--- config.mk ---
export PLATFORM = sky130hd
export DESIGN_NAME = vga_pixel_unpack
export DESIGN_NICKNAME = d
export VERILOG_FILES = /design/src/rtl/vga_pkg.sv /design/src/rtl/vga_colour_bars.sv /design/src/rtl/vga_pixel_unpack.sv
export SDC_FILE = /design/constraint.sdc
export NUM_CORES = 1
export LEC_CHECK = 0
export CORE_MARGIN = 3
export CORE_UTILIZATION = 47
export CTS_CLUSTER_SIZE = 28
export DETAILED_ROUTE_END_ITERATION = 10
export PLACE_DENSITY_LB_ADDON = 0.12
export SYNTH_ARGS = -nofsm -noshare
export SYNTH_HDL_FRONTEND = slang
export SYNTH_SLANG_ARGS = --single-unit
--- constraint.sdc ---
create_clock -name vga_clk -period 4.27 [get_ports vga_clk]
set_input_delay 0.854 -clock vga_clk [delete_from_list [all_inputs] [get_ports vga_clk]]
set_output_delay 0.854 -clock vga_clk [all_outputs]
set_load 0.1 [all_outputs]
--- src/rtl/vga_pkg.sv ---
// Shared types for the VGA pixel unpack path: pixel/word widths, the RGB
// struct, the colour-bar table and the word-buffer occupancy encoding.
package vga_pkg;

  localparam int PIX_W  = 32;
  localparam int FIFO_W = 128;

  typedef struct packed {
    logic [7:0] r;
    logic [7:0] g;
    logic [7:0] b;
  } rgb_t;

  // Number of 128-bit words held in the cur/nxt buffer.
  typedef enum logic [1:0] {
    OCC_EMPTY = 2'd0,
    OCC_ONE   = 2'd1,
    OCC_TWO   = 2'd2
  } occ_t;

  localparam rgb_t BAR_WHITE   = 24'hFFFFFF;
  localparam rgb_t BAR_YELLOW  = 24'hFFFF00;
  localparam rgb_t BAR_CYAN    = 24'h00FFFF;
  localparam rgb_t BAR_GREEN   = 24'h00FF00;
  localparam rgb_t BAR_MAGENTA = 24'hFF00FF;
  localparam rgb_t BAR_RED     = 24'hFF0000;
  localparam rgb_t BAR_BLUE    = 24'h0000FF;
  localparam rgb_t BAR_BLACK   = 24'h000000;

  // Bar index 0 is the leftmost bar.
  function automatic rgb_t bar_colour(input logic [2:0] idx);
    case (idx)
      3'd0:    return BAR_WHITE;
      3'd1:    return BAR_YELLOW;
      3'd2:    return BAR_CYAN;
      3'd3:    return BAR_GREEN;
      3'd4:    return BAR_MAGENTA;
      3'd5:    return BAR_RED;
      3'd6:    return BAR_BLUE;
      default: return BAR_BLACK;
    endcase
  endfunction

endpackage

--- src/rtl/vga_colour_bars.sv ---
// Colour-bar generator: counts active pixels along a line and maps the
// position onto eight equal-width vertical bars. Only built when
// VGA_TEST_PAT_EN is defined.
`ifdef VGA_TEST_PAT_EN
module vga_colour_bars
  import vga_pkg::*;
#(
  parameter int H_ACTIVE = 640
) (
  input  logic vga_clk,
  input  logic vga_reset,
  input  logic frame_start,
  input  logic pix_req,
  output rgb_t bar_rgb
);

  localparam int             X_W      = $clog2(H_ACTIVE) + 1;
  localparam logic [X_W-1:0] BAR_W    = X_W'(H_ACTIVE / 8);
  localparam logic [X_W-1:0] LAST_BAR = X_W'(7);

  logic [X_W-1:0] x;
  logic [X_W-1:0] bar_q;
  logic           pix_req_d;
  logic [2:0]     bar_idx;

  // x tracks the pixel being requested; it restarts every frame and every line.
  always_ff @(posedge vga_clk) begin
    if (vga_reset) begin
      x         <= '0;
      pix_req_d <= 1'b0;
    end else begin
      pix_req_d <= pix_req;
      if (frame_start)
        x <= '0;
      else if (pix_req)
        x <= x + 1'b1;
      else if (pix_req_d)
        x <= '0;
    end
  end

  // Positions past the last bar (overscan) stay on the last bar.
  always_comb begin
    bar_q   = x / BAR_W;
    bar_idx = (bar_q > LAST_BAR) ? 3'd7 : bar_q[2:0];
    bar_rgb = bar_colour(bar_idx);
  end

endmodule
`endif

--- src/rtl/vga_pixel_unpack.sv ---
// Unpacks 128-bit DDR read words into XRGB8888 pixels for the VGA output.
// Two-word buffer (cur/nxt) fed from a show-ahead FIFO; one pixel per
// pix_req with one cycle latency; magenta + sticky flag on underflow.
// Optional colour bars when VGA_TEST_PAT_EN is defined.
module vga_pixel_unpack
  import vga_pkg::*;
#(
  parameter int          PIX_PER_WORD  = 4,
  parameter logic [23:0] UNDERFLOW_RGB = 24'hFF00FF,
  parameter int          H_ACTIVE      = 640,
  parameter int          CNT_W         = 16
) (
  input  logic              vga_clk,
  input  logic              vga_reset,
  input  logic              data_fifo_empty,
  input  logic [FIFO_W-1:0] ddr_fifo_rd_data,
  output logic              vga_rd_valid,
  input  logic              frame_start,
  input  logic              pix_req,
  input  logic              test_pat,
  output logic [7:0]        pix_r,
  output logic [7:0]        pix_g,
  output logic [7:0]        pix_b,
  output logic              pix_valid,
  output logic              underflow,
  output logic [CNT_W-1:0]  underflow_cnt
);

  localparam int                LANE_W    = $clog2(PIX_PER_WORD);
  localparam logic [LANE_W-1:0] LAST_LANE = LANE_W'(PIX_PER_WORD - 1);

  occ_t                                occ;
  logic [LANE_W-1:0]                   lane;
  logic [FIFO_W-1:0]                   cur_word;
  logic [FIFO_W-1:0]                   nxt_word;
  logic [PIX_PER_WORD-1:0][PIX_W-1:0]  cur_lanes;

  logic       req_eff, have_data, consume, retire, drop, pop, starve;
  logic [1:0] occ_after;
  rgb_t       lane_rgb, pix_sel;
  logic [7:0] unused_x_byte;

  assign cur_lanes                 = cur_word;
  assign {unused_x_byte, lane_rgb} = cur_lanes[lane];

`ifdef VGA_TEST_PAT_EN
  rgb_t bar_rgb;

  vga_colour_bars #(.H_ACTIVE(H_ACTIVE)) u_bars (
    .vga_clk     (vga_clk),
    .vga_reset   (vga_reset),
    .frame_start (frame_start),
    .pix_req     (pix_req),
    .bar_rgb     (bar_rgb)
  );
`else
  logic unused_test_pat;
  assign unused_test_pat = test_pat;
`endif

  // Consume/retire/pop decisions; frame_start masks the pixel request and
  // drops a partly used word so the next line starts on a word boundary.
  always_comb begin
    req_eff   = pix_req && !frame_start;
    have_data = (occ != OCC_EMPTY);
    consume   = req_eff && have_data;
    starve    = req_eff && !have_data;
    retire    = consume && (lane == LAST_LANE);
    drop      = frame_start && have_data && (lane != '0);
    occ_after = 2'(occ) - {1'b0, (retire || drop)};
    pop       = !vga_reset && !data_fifo_empty && (occ_after < 2'd2);
    pix_sel   = consume ? lane_rgb : rgb_t'(UNDERFLOW_RGB);
`ifdef VGA_TEST_PAT_EN
    if (test_pat) pix_sel = bar_rgb;
`endif
  end

  assign vga_rd_valid = pop;

  // Word buffer: shift nxt into cur on retire/drop, then load the popped
  // word into the first slot left free after the shift.
  always_ff @(posedge vga_clk) begin
    if (vga_reset) begin
      occ      <= OCC_EMPTY;
      lane     <= '0;
      cur_word <= '0;
      nxt_word <= '0;
    end else begin
      if (frame_start)
        lane <= '0;
      else if (consume)
        lane <= retire ? '0 : lane + 1'b1;
      if (retire || drop)
        cur_word <= nxt_word;
      if (pop) begin
        if (occ_after == 2'd0)
          cur_word <= ddr_fifo_rd_data;
        else
          nxt_word <= ddr_fifo_rd_data;
      end
      occ <= occ_t'(occ_after + {1'b0, pop});
    end
  end

  // Registered pixel output (black in blanking) and underflow tracking.
  always_ff @(posedge vga_clk) begin
    if (vga_reset) begin
      pix_valid     <= 1'b0;
      pix_r         <= '0;
      pix_g         <= '0;
      pix_b         <= '0;
      underflow     <= 1'b0;
      underflow_cnt <= '0;
    end else begin
      pix_valid <= req_eff;
      {pix_r, pix_g, pix_b} <= req_eff ? pix_sel : '0;
      if (frame_start)
        underflow <= 1'b0;
      else if (starve)
        underflow <= 1'b1;
      if (starve && (underflow_cnt != '1))
        underflow_cnt <= underflow_cnt + 1'b1;
    end
  end

endmodule

[After elaboration in Yosys (flattened, before gate mapping)]
Index checks and enable logic that the tools add are counted.
Storage, ports and cells
  register bits after elaboration: 302
  word-level logic and storage cells: 49
Cells by class
  $lt $le $gt $ge: 2
  multiplexer cells: 7
  reductions and logical operators: 21
  bitwise gates (word level): 3
  add/sub/neg operators: 4
  equal/unequal tests: 2
Operator list (count)
  two-way mux 128 bit: 3
  binary-select mux 32 bit (select 2 bit): 1
  two-way mux 24 bit: 2
  adder 16 x 1 -> 16 bit, second input constant: 1
  inequality test 16 bit, second input constant: 1
  logical AND 1 bit: 9
  logical NOT 1 bit: 4
  nonzero test 2 bit: 2
  OR reduction 2 bit: 2
  < comparator 2 x 3 -> 1 bit, second input constant: 1
  inverter 1 bit: 3
  OR reduction 3 bit: 1
  adder 2 x 1 -> 2 bit: 1
  adder 2 x 1 -> 2 bit, second input constant: 1
  == test 2 bit, second input constant: 1
  logical NOT 2 bit: 1
  < comparator 2 bit, second input constant: 1
  two-way mux 2 bit: 1
  AND reduction 2 bit: 1
  subtractor 2 x 1 -> 2 bit: 1
  logical OR 1 bit: 1

[Logic depth before layout (Yosys ltp)]
  depth after elaboration: 9
  depth in mapped cells: 16

[Least setup slack after synthesis]
OpenSTA, ideal clock, no wires.
  path kind: register to output
  start point: reg lane[0]
  end point: out vga_rd_valid
  arrival: 4.563 ns
  cell stages (with the launch flop): 12
  slack: -1.147 ns
  required time: 3.416 ns
  buffers on the path: 3
  path through: dfxtp_1 clkbuf_1 clkbuf_1 inv_1 ha_1 nor2b_1 o22ai_1 inv_2 clkbuf_1 ha_1 xor2_1 nor3_1
Between the ends
  word-level cells in the longest chain between the ends: 6
Ends and longest elaborated chain
  start, declared: line vga_pixel_unpack.sv:33  | logic [LANE_W-1:0] lane;
  start signal, assigned: line vga_pixel_unpack.sv:92  | lane <= retire ? '0 : lane + 1'b1;
  == test 2 bit or nonzero test 2 bit (tied branches): line vga_pixel_unpack.sv:68, vga_pixel_unpack.sv:69
  logical AND 1 bit, on equally long branches: line vga_pixel_unpack.sv:68, vga_pixel_unpack.sv:69
  logical OR 1 bit (*): line vga_pixel_unpack.sv:70  | occ_after = 2'(occ) - {1'b0, (retire || drop)};
  subtractor 2 x 1 -> 2 bit (*): line vga_pixel_unpack.sv:70
  < comparator 2 bit (*): line vga_pixel_unpack.sv:71  | pop = !vga_reset && !data_fifo_empty && (occ_after < 2'd2);
  logical AND 1 bit (*): line vga_pixel_unpack.sv:71
  end, declared: line vga_pixel_unpack.sv:17  | output logic vga_rd_valid,
Mark *: on every way between the ends. The rest lies on a longest branch, timed or not.

[Worst setup path in the final report]
  start point: in frame_start
  end point: out vga_rd_valid
Between the ends
  word-level cells in the longest chain between the ends: 8
Ends and longest elaborated chain
  start, declared: line vga_pixel_unpack.sv:18  | input logic frame_start,
  logical NOT 1 bit: line vga_pixel_unpack.sv:64  | req_eff = pix_req && !frame_start;
  logical AND 1 bit: line vga_pixel_unpack.sv:64
  logical AND 1 bit: line vga_pixel_unpack.sv:66  | consume = req_eff && have_data;
  logical AND 1 bit: line vga_pixel_unpack.sv:68  | retire = consume && (lane == LAST_LANE);
  logical OR 1 bit (*): line vga_pixel_unpack.sv:70
  subtractor 2 x 1 -> 2 bit (*): line vga_pixel_unpack.sv:70
  < comparator 2 bit (*): line vga_pixel_unpack.sv:71
  logical AND 1 bit (*): line vga_pixel_unpack.sv:71
Marked as above.

==> flow_summary.ini <==
[pwr]
p_leak_uw = 0.004032
p_sw_frac = 0.2390
internal-power_uw = 3878
ir_drop_mv = 0.2967
clockPowerShare = 0.437
power.switching_uw = 1218
power_density_mw_per_mm2 = 422.2
p_comb_frac = 0.096
power_frac_seq = 0.467

[route]
detail_route.wl_per_cell_um = 17.71
drt_iter0_drc = 833
drt_pass1_iterations = 6
detail-route-antenna-nets = 0
vias_per_cell = 5.653
vias = 8654
drc = 0
finalWirelength_um = 27110

[min_path]
hp-class = reg -> reg

[timing]
period_share = 0.8755
setup_viol = 0
finalCriticalPeriod_ps = 3738
hold_viol = 0
worst_pin_slew_ps = 1165
finClkSkew_ps = 12.99
rsz0062_at_grt = false
tns_ps = 0
finalMaxSlewViolations = 0
slew_headroom = 0.2172
timing.fmax_mhz = 267.5

[critical_path]
timing.rr.start = lane[1]
cp_max_fo = 8
reg2reg_depth = 11
path_class = in -> out
reg2reg_slack_ps = 840
arrival_ps = 2880
critPathRequiredTime_ps = 3420
crit_end = vga_rd_valid
rr_endpoint = cur_lanes[15]
startpoint_type = primary input
end_kind = output port
crit_start = frame_start

[yosys]
synth_top_area_share = 0.4942
synth_seq_cells = 238
synth_edf_count = 0
syn_avg_cell_area_um2 = 8.311
synth_area_leaders = dfxtp_1 (49%), nand2_1 (15%), a311oi_1 (8.7%)
synth_area_leader_cell = dfxtp_1
synth-seq-area-share = 0.4942
netlist_instances = 1160
synth_warnings = 0
synthArstFlopShare = 0
synth_cell_type_count = 41
ys.flop_type = dfxtp_1
syn-cell-area_mm2 = 0.009640
synth_fp_nets = 1298

[floorplan]
start_util = 0.4873
core.rowCount = 51
die_h_um = 149.2
coreArea_mm2 = 0.01978
dieArea_mm2 = 0.02227
die_w_um = 149.2
io_pins = 177

[global_routing]
grt_pass1_wl_um = 42990
grt_max_degree = 129
grt_overflow_total = 0
grt_usage = 0.2381
antenna_found_initial = 1
grt_pass1_vias = 7813

[final_layout]
fin_nets = 1385
nFillCells = 1761
syn_to_final_growth_pct = 25.20
layout.cells.non_filler = 1531
final_layout_size_suffix_gt1_frac = 0.07273

[cts]
clk_pin_slew_ps = 50
clkLatencyLatePin_ps = 520
h-tree-depth = 1
cts_buffers = 26
ctsResizeCount = 0
holdBufCountCts = 0
post-cts-setup-buffer-count = 0
cts_tree = yes
cts-root-buf = clkbuf_16
cts_sinks = 238
cts_max_path_buffers = 3

[run_status]
outcome = finished, final reports clean

[placement]
place_hpwl_um = 16480
dp_cells = 1484
gp_congestion = 0.7977
portBuffers = 143

[job]
drv_cap = 0
[how the worst min path moves through the flow]
| stage | end | from | cells after the start |
|---|---|---|---|
| global placement | nxt_word[50] | nxt_word[50] | 2 |
| floorplan | nxt_word[0] | nxt_word[0] | 2 |
| CTS | nxt_word[36] | nxt_word[36] | 2 |
| global route | nxt_word[74] | nxt_word[74] | 2 |
| detailed placement | nxt_word[36] | nxt_word[36] | 2 |
| finish | nxt_word[36] | nxt_word[36] | 2 |
[critical path, cell delays in order]
cell	delay, ps
clkdlybuf4s50_1	630
and3b_1	240
o22ai_4	110
clkinv_2	80
ha_1	190
xor2_1	480
nor3_4	80
buf_12	210
[power by group through the flow]
stage	clock network [µW]	logic, µW	registers [µW]
global placement	0	486	2420
detailed placement	0	487	2430
CTS	2270	491	2380
floorplan	0	233	2470
global route	2360	532	2390
finish	2230	491	2380
[flip-flops by register name, summed over array words and instances, names as in the netlist]
register,count
pix_valid,1
lane,2
occ,2
underflow_cnt,16
pix_b,8
nxt_word,96
underflow,1
pix_r,8
cur_lanes,96
pix_g,8
[stage by stage]
step / area, µm² / power [µW] / worst slack [ps] / hold slack (ps) / util
global route: 12070 / 5276 / 379.3 / 467.9 / 0.6102
CTS: 12070 / 5135 / 523.8 / 454.3 / 0.6101
detailed placement: 11210 / 2913 / 249.2 / 446.8 / 0.5667
finish: 12070 / 5096 / 531.6 / 453.9 / 0.6102
floorplan: 9652 / 2700 / 141.7 / 436.6 / -
global placement: 11210 / 2910 / 316.7 / 441.9 / 0.5667
[per-layer routing]
| layer | global-route usage | wire length, µm | vias up |
|---|---|---|---|
| li1 | - | - | 4181 |
| met1 | 0.3598 | 12550 | 4173 |
| met2 | 0.3641 | 12400 | 263 |
| met3 | 0.02765 | 1585 | 37 |
| met4 | 0.06087 | 575 | 0 |
| met5 | 0 | 0 | - |
[cells by family (layout without fill, tap and decap cells)]
group                      count (synthesis)  after routing  synth area share
adders and majority gates                  4              4          0.005192
and+or+nand+nor                          549            549            0.2292
DFF                                      238            238            0.4942
xor gates and xnor gates                   2              2          0.001817
AOI/OAI and AO/OA                        237            237            0.1685
buffers and inverters                    102            207           0.04062
muxes                                     28             28           0.06048
other                                      0              1                 0
[cell type report]
class / instances / area, µm² / area share
diodes: 1 / 2.502 / 0.0002073
clock buffers: 41 / 808.3 / 0.06696
clock inverters: 5 / 50.05 / 0.004146
inverters: 5 / 20.02 / 0.001659
multi-input cells: 820 / 4527 / 0.3750
flip-flops and latches: 238 / 4766 / 0.3948
well taps: 265 / 331.6 / 0.02747
repair buffers: 156 / 1565 / 0.1297
[synth_stat cells, types with 3 or more instances]
| master | number |
|---|---|
| or3_1 | 5 |
| nand2_1 | 396 |
| a311oi_1 | 96 |
| nand4_1 | 6 |
| or4_1 | 7 |
| o31ai_1 | 6 |
| clkbuf_1 | 91 |
| nor2_1 | 103 |
| nor3_1 | 5 |
| ha_1 | 4 |
| nor4_1 | 3 |
| nor2b_1 | 13 |
| o21a_1 | 16 |
| dfxtp_1 | 238 |
| o21ai_0 | 5 |
| buf_1 | 4 |
| a21oi_1 | 106 |
| inv_1 | 4 |
| mux4_2 | 24 |
[layout by cell type, fill, tap and decap left out, types with 8 or more instances in the layout]
master,synthesis,layout
nor2_1,103,103
nor2b_1,13,13
dfxtp_1,238,237
nand2_1,396,396
clkdlybuf4s50_1,0,141
a21oi_1,106,106
o21a_1,16,16
clkbuf_16,0,27
clkbuf_8,0,8
a311oi_1,96,96
mux4_2,24,24
buf_4,0,11
(Power assumes the default switching activity.)
==> RTL edit, RTL diff (same flow settings) <==
Change the parameter `CNT_W` from 16 to 12.
--- a/src/rtl/vga_pixel_unpack.sv
+++ b/src/rtl/vga_pixel_unpack.sv
@@ -8,7 +8,7 @@
   parameter int          PIX_PER_WORD  = 4,
   parameter logic [23:0] UNDERFLOW_RGB = 24'hFF00FF,
   parameter int          H_ACTIVE      = 640,
-  parameter int          CNT_W         = 16
+  parameter int          CNT_W         = 12
 ) (
   input  logic              vga_clk,
   input  logic              vga_reset,
Ports: changed (resized underflow_cnt); port bits go from 177 to 173. No check against the original RTL was run, so the function may have changed too.
==> RTL edit against the unedited design <==
Highest routed layer unchanged. Cell area grew 2.3%. Setup slack gained 0.079 ns. Area after synthesis grew 4.0%. Sequential share of layout area shrank 1.6 points. Wire length shrank 0.70%. Sequential cell count shrank 4. Critical path type unchanged. Worst hold slack lost 0.0035 ns.
Power is not compared: it rests on default switching activity, and its combinational part moved more than twofold at a synthesized area within 25%.
==> RTL edit: results (changes against the unedited design) <==
{| class="wikitable"
! Metric !! Value
|-
| Hold Path Origin || nxt_word[74]
|-
| Hold-critical path endpoint || nxt_word[74]
|-
| Detail-routed via count per cell || 5.468 (-3.3%)
|-
| Arrival time reported for the critical path endpoint || 2.81 ns (-0.07 ns)
|-
| Die Outline Area || 23110 um2 (+3.8%)
|-
| Synthesized area divided by synthesized cell count || 8.847 um2 (+6.4%)
|-
| Non-clk buf share || 12.92% (-0.050 points)
|-
| Multi-input logic area || 4886 um2 (+7.9%)
|-
| FF-to-FF setup slack || 1.19 ns (+0.35 ns)
|-
| Non-clock inverter total of the final layout || 7 (+2)
|-
| Cts bufs inserted || 25 (-3.8%)
|-
| Total of fill cells in the finished design || 1862 (+5.7%)
|-
| Part of the Yosys area used for sequential elements || 46.74% (-2.7 points)
|-
| Largest net degree at the start of global routing || 98 (-24%)
|-
| Final worst hold slack || 0.4503 ns (-0.003550 ns)
|-
| Diodes inserted || 0 (-1)
|-
| Total number of sequential cells || 234 (-1.7%)
|-
| PortBufs || 139 (-2.8%)
|-
| Vias after detailed routing || 8256 (-4.6%)
|-
| Total nets after synthesis || 1271 (-2.1%)
|-
| Transition time at the pin with the least slew margin || 1.167 ns (+0.002175 ns)
|-
| Multi-input gate count || 796 (-2.9%)
|-
| Main area contributors after synthesis || dfxtp_1, nand2_1, a311oi_2, mux4_2, o21ai_0
|-
| Detailed placement HPWL || 17080 um (+3.6%)
|-
| Iter 0 DRT Violations || 579 (-30%)
|-
| Final GP Congestion || 0.7571 (-5.1%)
|-
| Top cells by instance count after synthesis || nand2_1, dfxtp_1, nor2_1, o21ai_0, a311oi_2
|-
| Placement Cell Area || 11530 um2 (+2.9%)
|-
| Status || complete, no violations
|-
| Endpoint of the worst register-to-register path || cur_lanes[52]
|-
| Antenna violations before repair || 0 (-1)
|-
| Time the worst path needs with I/O delays and setup || 3.659 ns (-0.07907 ns)
|-
| Via count of the first global-routing pass || 7708 (-1.3%)
|-
| Count of clock buffers in the final design || 39 (-4.9%)
|}
## RTL edit: logic make-up after synthesis
kind of cell / synth area share (%)
compound gates: 21.01
flops: 46.74
simple gates: 21.22
mux: 5.592
fa+ha+maj: 0.4993
buf+inv: 4.768
xor+xnor: 0.1748
## RTL edit: per-layer routing
layer,GRT usage [%],share of wire (%),vias up
li1,-,-,4076
met1,33.46,48,3942
met2,35.50,46,194
met3,3.100,4.8,44
met4,4.409,1.9,0
met5,0,0,-
## RTL edit: critical path, stage by stage
cell	delay [ns]
clkdlybuf4s50_1	0.69
a21oi_1	0.09
a211o_2	0.31
inv_2	0.07
ha_1	0.15
xor2_1	0.08
buf_4	0.17
nor3_4	0.18
buf_12	0.21
## RTL edit: power groups by stage
stage	Combinational [uW]	Sequential, uW	Clock (uW)
after CTS	1240	2660	2180
after detailed placement	1230	2710	0
after floorplan	839	2740	0
final	1230	2660	2150
after global placement	1210	2700	0
after global routing	1350	2700	2260
